`config.mk`:
```
export PLATFORM = sky130hd
export DESIGN_NAME = apb_master_port
export DESIGN_NICKNAME = d
export VERILOG_FILES = /design/src/rtl/apb_master_port.sv
export SDC_FILE = /design/constraint.sdc
export NUM_CORES = 1
export LEC_CHECK = 0
export CORE_MARGIN = 3
export CORE_UTILIZATION = 46
export CTS_BUF_LIST = sky130_fd_sc_hd__clkbuf_4
export DETAILED_ROUTE_END_ITERATION = 8
export PLACE_DENSITY = 0.88
export SKIP_CTS_REPAIR_TIMING = 1
export SLEW_MARGIN = 20
export SYNTH_ARGS = -nofsm -noshare
export SYNTH_HDL_FRONTEND = slang
export SYNTH_SLANG_ARGS = --single-unit
```
`constraint.sdc`:
```
create_clock -name clk_i -period 3.7 [get_ports clk_i]
set_input_delay 0.37 -clock clk_i [delete_from_list [all_inputs] [get_ports clk_i]]
set_output_delay 0.37 -clock clk_i [all_outputs]
set_load 0.02 [all_outputs]
```
`src/rtl/apb_master_port.sv`:
```
// apb_master_port
// -----------------------------------------------------------------------------
// APB initiator. It accepts one register-access request at a time on a
// valid/ready request channel and runs it as a single APB transfer: one SETUP
// cycle, then ACCESS until PREADY. The result goes out on a valid/ready
// response channel. A wait-state timeout aborts transfers to a slave that
// never raises PREADY.
//
// Parameters
//   APB_ADDR_WIDTH  width of req_addr_i / PADDR_o
//   TIMEOUT_CYCLES  maximum number of consecutive ACCESS cycles with PREADY=0
//                   before the transfer is aborted. 0 disables the timeout.
//                   Legal range is 0..65535.
//
// Ports
//   clk_i, rst_i            clock; synchronous active-high reset
//   req_valid_i/ready_o     request handshake; ready only in IDLE
//   req_addr_i/wdata_i      request address and write data
//   req_write_i             1 = write, 0 = read
//   rsp_valid_o/ready_i     response handshake
//   rsp_rdata_o             read data (0 for writes and for timeouts)
//   rsp_err_o               PSLVERR, or timeout
//   rsp_timeout_o           transfer aborted by timeout
//   PADDR_o..PENABLE_o      APB request side
//   PRDATA_i..PSLVERR_i     APB completion side
// -----------------------------------------------------------------------------
module apb_master_port #(
  parameter int APB_ADDR_WIDTH = 32,
  parameter int TIMEOUT_CYCLES = 255
) (
  input  logic                      clk_i,
  input  logic                      rst_i,
  input  logic                      req_valid_i,
  output logic                      req_ready_o,
  input  logic [APB_ADDR_WIDTH-1:0] req_addr_i,
  input  logic [31:0]               req_wdata_i,
  input  logic                      req_write_i,
  output logic                      rsp_valid_o,
  input  logic                      rsp_ready_i,
  output logic [31:0]               rsp_rdata_o,
  output logic                      rsp_err_o,
  output logic                      rsp_timeout_o,
  output logic [APB_ADDR_WIDTH-1:0] PADDR_o,
  output logic [31:0]               PWDATA_o,
  output logic                      PWRITE_o,
  output logic                      PSEL_o,
  output logic                      PENABLE_o,
  input  logic [31:0]               PRDATA_i,
  input  logic                      PREADY_i,
  input  logic                      PSLVERR_i
);

  localparam logic [1:0] S_IDLE   = 2'd0;
  localparam logic [1:0] S_SETUP  = 2'd1;
  localparam logic [1:0] S_ACCESS = 2'd2;
  localparam logic [1:0] S_RESP   = 2'd3;

  localparam bit          TO_EN  = (TIMEOUT_CYCLES != 0);
  localparam logic [15:0] TO_VAL = 16'(TIMEOUT_CYCLES);

  logic [1:0]  state;
  logic [15:0] wait_cnt;
  logic        timeout_hit;

  // wait_cnt holds the number of PREADY=0 ACCESS cycles already elapsed, so
  // it equals TO_VAL in the (TIMEOUT_CYCLES+1)-th ACCESS cycle, the one that
  // aborts. PREADY is checked first, so a slave that completes in that same
  // cycle still finishes normally.
  assign timeout_hit = TO_EN && (wait_cnt == TO_VAL);

  // The handshake and APB strobes decode straight from the state, so reset
  // clears them on the same edge that returns the FSM to IDLE.
  assign req_ready_o = (state == S_IDLE);
  assign PSEL_o      = (state == S_SETUP) || (state == S_ACCESS);
  assign PENABLE_o   = (state == S_ACCESS);
  assign rsp_valid_o = (state == S_RESP);

  always_ff @(posedge clk_i) begin
    if (rst_i) begin
      state         <= S_IDLE;
      wait_cnt      <= '0;
      PADDR_o       <= '0;
      PWDATA_o      <= '0;
      PWRITE_o      <= 1'b0;
      rsp_rdata_o   <= '0;
      rsp_err_o     <= 1'b0;
      rsp_timeout_o <= 1'b0;
    end else begin
      case (state)
        S_IDLE: begin
          // The APB address/data registers load only here. They hold their
          // values through SETUP and ACCESS and keep them after the transfer.
          if (req_valid_i) begin
            PADDR_o  <= req_addr_i;
            PWDATA_o <= req_wdata_i;
            PWRITE_o <= req_write_i;
            wait_cnt <= '0;
            state    <= S_SETUP;
          end
        end
        S_SETUP: state <= S_ACCESS;
        S_ACCESS: begin
          if (PREADY_i) begin
            rsp_err_o     <= PSLVERR_i;
            rsp_timeout_o <= 1'b0;
            rsp_rdata_o   <= PWRITE_o ? 32'd0 : PRDATA_i;
            state         <= S_RESP;
          end else if (timeout_hit) begin
            rsp_err_o     <= 1'b1;
            rsp_timeout_o <= 1'b1;
            rsp_rdata_o   <= 32'd0;
            state         <= S_RESP;
          end else begin
            wait_cnt <= wait_cnt + 16'd1;
          end
        end
        S_RESP: if (rsp_ready_i) state <= S_IDLE;
        default: state <= S_IDLE;
      endcase
    end
  end

endmodule
```
==> results of run 1 <==
## per-layer routing
layer	share of wire	track usage	up-vias
li1	-	-	2195
met1	0.39	0.277	2083
met5	0	0	-
met4	0.021	0.0817	0
met3	0.077	0.0677	25
met2	0.52	0.434	204
## stage by stage
stage          area [µm²]   util  std cells  power, mW  setup WS [ns]
5_1_grt              6850  0.734        849       3.97          0.984
2_1_floorplan        4460      -        516       2.29           1.68
4_1_cts              6840  0.733        849       3.79           1.21
6_report             6850  0.734        849       3.77           1.13
3_3_place_gp         6560  0.703        817       2.84           1.38
3_5_place_dp         6560  0.703        817       2.89           1.21
## registers in the layout, summed over array words and instances, names as in the netlist
name           flops
PADDR_o           32
PWDATA_o          32
rsp_rdata_o       32
wait_cnt          16
state              2
PWRITE_o           1
rsp_err_o          1
rsp_timeout_o      1
## cell usage in the layout (no fill, tap or decap), drive strengths merged, types with 7 or more instances in the layout
| master | Yosys | routed |
|---|---|---|
| mux2i | 10 | 10 |
| nor3 | 8 | 8 |
| a31oi | 8 | 8 |
| nand4 | 7 | 7 |
| clkbuf | 29 | 17 |
| clkinv | 0 | 8 |
| nand3 | 14 | 14 |
| nand2 | 148 | 148 |
| nor2 | 10 | 10 |
| inv | 10 | 11 |
| a32o | 28 | 28 |
| dfxtp | 117 | 117 |
| a21oi | 71 | 71 |
| clkdlybuf4s50 | 0 | 204 |
## synth_stat cells, drive strengths merged, types with 2 or more instances
cell and instances:
nand2 148, dfxtp 117, a21oi 71, clkbuf 29, a32o 28, nand3 14, inv 10, mux2i 10
nor2 10, a31oi 8, buf 8, nor3 8, nand4 7, o21ai 6, nor4 5, ha 4
or2 4, a211oi 3, nor2b 3, or4 3, a21o 2, a41oi 2, o211ai 2, o21a 2
## report_power, final
part           total, mW  internal, mW  switching [mW]
Clock              0.907         0.403           0.504
Combinational       1.33         0.579           0.755
Sequential          1.53          1.43          0.0943
Total               3.77          2.41            1.35
## logic make-up after synthesis
kind of cell             share of synthesized area
XOR/XNOR                                   0.00197
flip-flops                                   0.526
AO/OA/AOI/OAI                                0.197
buffers and inverters                       0.0424
AND/OR/NAND/NOR                              0.200
multiplexers                                0.0225
adder cells (fa/ha/maj)                     0.0112
## worst paths after layout
check	to	slack, ns	cells after the start
max	wait_cnt[14]	1.13	6
min	PWDATA_o[12]	0.41	3
max reg2reg	wait_cnt[14]	1.13	6
min reg2reg	PADDR_o[29]	0.46	2
## area by class of cell
type / instances / area [µm²]
repair buffers: 209 / 2080
inverters: 10 / 37.5
well taps: 129 / 161
multi-input cells: 352 / 1940
flip-flops and latches: 117 / 2340
clock buffers: 17 / 128
fillers: 700 / 2480
clock inverters: 15 / 159
## critical path, stage by stage, from the launching register on
cell and delay (ns):
dfxtp_1 0.34, inv_1 0.09, ha_1 0.44, nand2b_1 0.34, nor3_1 0.88, a41oi_1 0.25, a31oi_1 0.18
==> results.json, run 1 <==
{
  "track_usage": 0.243,
  "max-cap-violations": 0,
  "critPathCaptureType": "register",
  "grt_pass1_vias": 4357,
  "synthArstFlopShare": 0,
  "yosysTopAreaCellShare": 0.526,
  "detail-route-antenna-nets": 0,
  "netlist_instances": 516,
  "ys_ff_latch": 117,
  "min-delay-start": "req_wdata_i[12]",
  "avgViaCountPerCell": 5.31,
  "antennaDiodeCount": 0,
  "fp.coreArea_um2": 9330,
  "drive_above_1_share": 0.0681,
  "critical_path_class": "reg -> reg",
  "p_leak_nw": 2.43,
  "cts_buffer_depth": 2,
  "numCtsBuffers": 17,
  "routed_wl_um": 13300,
  "fin_crit_sh": 0.695,
  "hold_class": "in -> reg",
  "synth_edf_count": 0,
  "vdd_ir_drop_max_mv": 0.349,
  "cts-root-buf": "clkbuf_4",
  "synth_top_flop_cell": "dfxtp_1",
  "start_kind": "register",
  "cp_data_arrival_time_ns": 2.99,
  "powerDensity_nw_per_um2": 550,
  "die_w_um": 104,
  "clkTransAtPathRegs_ns": 0.12,
  "place.gp.congestion": 0.855,
  "syn_area_um2": 4460,
  "setup_violations": 0,
  "worstMarginPinSlew_ns": 1.03,
  "grt_overflow": 0,
  "htreeDepth": 4,
  "routedWlPerCell_um": 15.7,
  "slew_headroom": 0.307,
  "yosys.area.top_type": "dfxtp_1",
  "rows": 35,
  "drtIter0Drc": 441,
  "cp_max_fo": 14,
  "synth.area.top_cells": "dfxtp_1, nand2_1, a21oi_1, a32o_1, clkbuf_1",
  "outcome": "finished clean",
  "max_freq_mhz": 389,
  "die-area_um2": 10900,
  "tritoncts": "built",
  "rsz0062_at_grt": "no",
  "hold-worst-slack_ns": 0.411,
  "syn-num-nets": 623,
  "syn_to_final_growth_pct": 53.7,
  "r2r_start": "state[0]",
  "startpoint": "state[0]",
  "vias": 4507,
  "cts_sinks": 117,
  "hold_viol": 0,
  "die_h_um": 104,
  "yosysWarnings": 0,
  "start_util": 0.478,
  "critPathRequiredTime_ns": 4.12,
  "avgSynthCellArea_um2": 8.63,
  "grt_max_degree": 75,
  "tns_ns": 0,
  "fin_crit_ns": 2.57,
  "pin_count": 206,
  "synthDistinctLibCells": 41,
  "drc": 0,
  "antenna_found_initial": 0,
  "dp_hpwl_um": 9530,
  "grt_pass1_wl_um": 21700,
  "slew_violations": 0,
  "drtPass1Iterations": 5,
  "ys_seq_area_frac": 0.526,
  "fin_nets": 814,
  "clkLatencyLatePin_ns": 0.49,
  "portBuffers": 205,
  "clock_skew_ns": 0.0170
}
No activity file was read; power rests on OpenSTA's default activity.
==> run 2, diff against run 1 <==
--- a/config.mk
+++ b/config.mk
@@ -6,10 +6,10 @@
 export NUM_CORES = 1
 export LEC_CHECK = 0
 export CORE_MARGIN = 3
-export CORE_UTILIZATION = 46
+export CORE_UTILIZATION = 38
 export CTS_BUF_LIST = sky130_fd_sc_hd__clkbuf_4
 export DETAILED_ROUTE_END_ITERATION = 8
-export PLACE_DENSITY = 0.88
+export PLACE_DENSITY = 0.78
 export SKIP_CTS_REPAIR_TIMING = 1
 export SLEW_MARGIN = 20
 export SYNTH_ARGS = -nofsm -noshare
==> constraint.sdc (replaced) <==
create_clock -name clk_i -period 2.2 [get_ports clk_i]
set_input_delay 0.22 -clock clk_i [delete_from_list [all_inputs] [get_ports clk_i]]
set_output_delay 0.22 -clock clk_i [all_outputs]
set_load 0.02 [all_outputs]
==> run 2 against run 1 <==
Effect of this change:
- power is 75% higher
- first-iteration DRC count is 19% lower
- via count increased by 1.7%
- sequential share of layout area shrank 0.75 points
- cell area is 2.2% higher
- flip-flop and latch count stayed put
- final cell count grew 2.8%
- hold slack worse by 0.28 ns
- critical path depth fell by 1
- largest power group unchanged
==> results.json, run 2 (synthesis results as in run 1) <==
{
  "dp_worst_setup_slack_ns": 0.165,
  "grt_pass1_vias": 4393,
  "dp_hpwl_um": 9870,
  "layout_setup_ws_ns": 0.123,
  "worstMarginPinSlew_ns": 0.658,
  "cp_max_fo": 15,
  "layout_commonest_cell": "clkdlybuf4s50_1",
  "cts-root-buf": "clkbuf_4",
  "crit_chain": "or4_4, or4_4, buf_4, nand4_1, mux2i_1",
  "fp.coreArea_um2": 11100,
  "setup_violations": 0,
  "die_h_um": 114,
  "powerDensity_nw_per_um2": 942,
  "avgViaCountPerCell": 5.25,
  "pin_count": 206,
  "r2r_start": "wait_cnt[12]",
  "grt_max_degree": 67,
  "vias": 4583,
  "tritoncts": "built",
  "fin_crit_ns": 2.08,
  "start_kind": "register",
  "grt_overflow": 0,
  "worst_r2r_path_depth": 5,
  "track_usage": 0.202,
  "clkTransAtPathRegs_ns": 0.10,
  "slowest_stage": "or4_4",
  "syn_to_final_growth_pct": 57.1,
  "fin_nets": 827,
  "detail-route-antenna-nets": 0,
  "cts_sinks": 117,
  "critPathRequiredTime_ns": 2.62,
  "die_w_um": 114,
  "mostFrequentLayoutCells": "clkdlybuf4s50_1, nand2_1, dfxtp_1",
  "rows": 38,
  "drtIter0Drc": 358,
  "top_regs": "PADDR_o: 32 flops, PWDATA_o: 32 flops, rsp_rdata_o: 32 flops",
  "max_stage_delay_ns": 0.56,
  "cts_buffer_depth": 2,
  "hold-worst-slack_ns": 0.129,
  "drc": 0,
  "slew_headroom": 0.561,
  "hold_viol": 0,
  "critPathCaptureType": "register",
  "routedWlPerCell_um": 15.5,
  "grt_pass1_wl_um": 21300,
  "rsz0062_at_grt": "no",
  "p_total_mw": 6.59,
  "htreeDepth": 4,
  "start_util": 0.400,
  "tns_ns": 0,
  "dp_cells": 841,
  "crit_end": "wait_cnt[8]",
  "clock_skew_ns": 0.0183,
  "r2r_end": "wait_cnt[8]",
  "numCtsBuffers": 17,
  "max-cap-violations": 0,
  "ff2ff_setup_slack_ns": 0.12,
  "vdd_ir_drop_max_mv": 0.459,
  "routed_wl_um": 13600,
  "critPathMostFrequentCell": "or4_4",
  "cp_data_arrival_time_ns": 2.50,
  "final_cells": 873,
  "critical_path_class": "reg -> reg",
  "max_freq_mhz": 481,
  "drive_above_1_share": 0.0859,
  "clkLatencyLatePin_ns": 0.51,
  "outcome": "finished clean",
  "portBuffers": 205,
  "drtPass1Iterations": 5,
  "startpoint": "wait_cnt[12]",
  "antenna_found_initial": 0,
  "antennaDiodeCount": 0,
  "hold_class": "in -> reg",
  "fin_crit_sh": 0.944,
  "die-area_um2": 13100,
  "place.gp.congestion": 0.917,
  "p_leak_nw": 2.53,
  "slew_violations": 0
}
-- run 2: how the worst min path moves through the flow --
stage                     cells after the start        start  slack, ns              to
final                                         3        rst_i       0.13        state[0]
after global routing                          3        rst_i        0.1        state[0]
after CTS                                     3        rst_i       0.06        state[0]
after detailed placement                      2   PADDR_o[7]       0.45      PADDR_o[7]
after global placement                        2  PADDR_o[23]       0.44     PADDR_o[23]
after floorplan                               1  PRDATA_i[0]       0.35  rsp_rdata_o[0]
-- run 2: layer usage --
layer / up-vias / global-route usage / wire (µm)
li1: 2223 / - / -
met1: 2144 / 0.230 / 5470
met2: 194 / 0.359 / 6820
met3: 22 / 0.0550 / 1040
met4: 0 / 0.0800 / 225
met5: - / 0 / 0
-- run 2: per-stage QoR --
| stage | cell area, µm² | util |
|---|---|---|
| finish | 7000 | 0.629 |
| global route | 7000 | 0.629 |
| CTS | 6990 | 0.629 |
| detailed placement | 6680 | 0.600 |
| global placement | 6680 | 0.600 |
| floorplan | 4460 | - |
-- run 2: report_power, final --
part / internal [mW] / switching [mW] / leakage [nW]
Clock: 0.943 / 0.763 / 0.176
Sequential: 2.41 / 0.152 / 0.953
Combinational: 1.04 / 1.28 / 1.40
-- run 2: area by class of cell --
class | count | area [µm²]
clock inverter | 11 | 156
inverter | 10 | 37.5
fill | 915 | 4130
multi-input combinational | 352 | 1940
timing repair buffer | 222 | 2190
tap | 140 | 175
sequential | 117 | 2340
clock buffer | 21 | 158
-- run 2: worst max-delay path: cells and delay by family (launching register included) --
family	cells	cell delay (ns)
simple gates	3	1.23
flops	1	0.37
buf+inv	1	0.21
mux	1	0.19
==> run 3, diff against run 2 <==
--- a/config.mk
+++ b/config.mk
@@ -8,10 +8,10 @@
 export CORE_MARGIN = 3
 export CORE_UTILIZATION = 38
 export CTS_BUF_LIST = sky130_fd_sc_hd__clkbuf_4
+export CTS_CLUSTER_SIZE = 25
 export DETAILED_ROUTE_END_ITERATION = 8
 export PLACE_DENSITY = 0.78
 export SKIP_CTS_REPAIR_TIMING = 1
-export SLEW_MARGIN = 20
 export SYNTH_ARGS = -nofsm -noshare
 export SYNTH_HDL_FRONTEND = slang
 export SYNTH_SLANG_ARGS = --single-unit
==> results of run 3 <==
The final DEF is identical to that of run 2; final timing and power are the same.
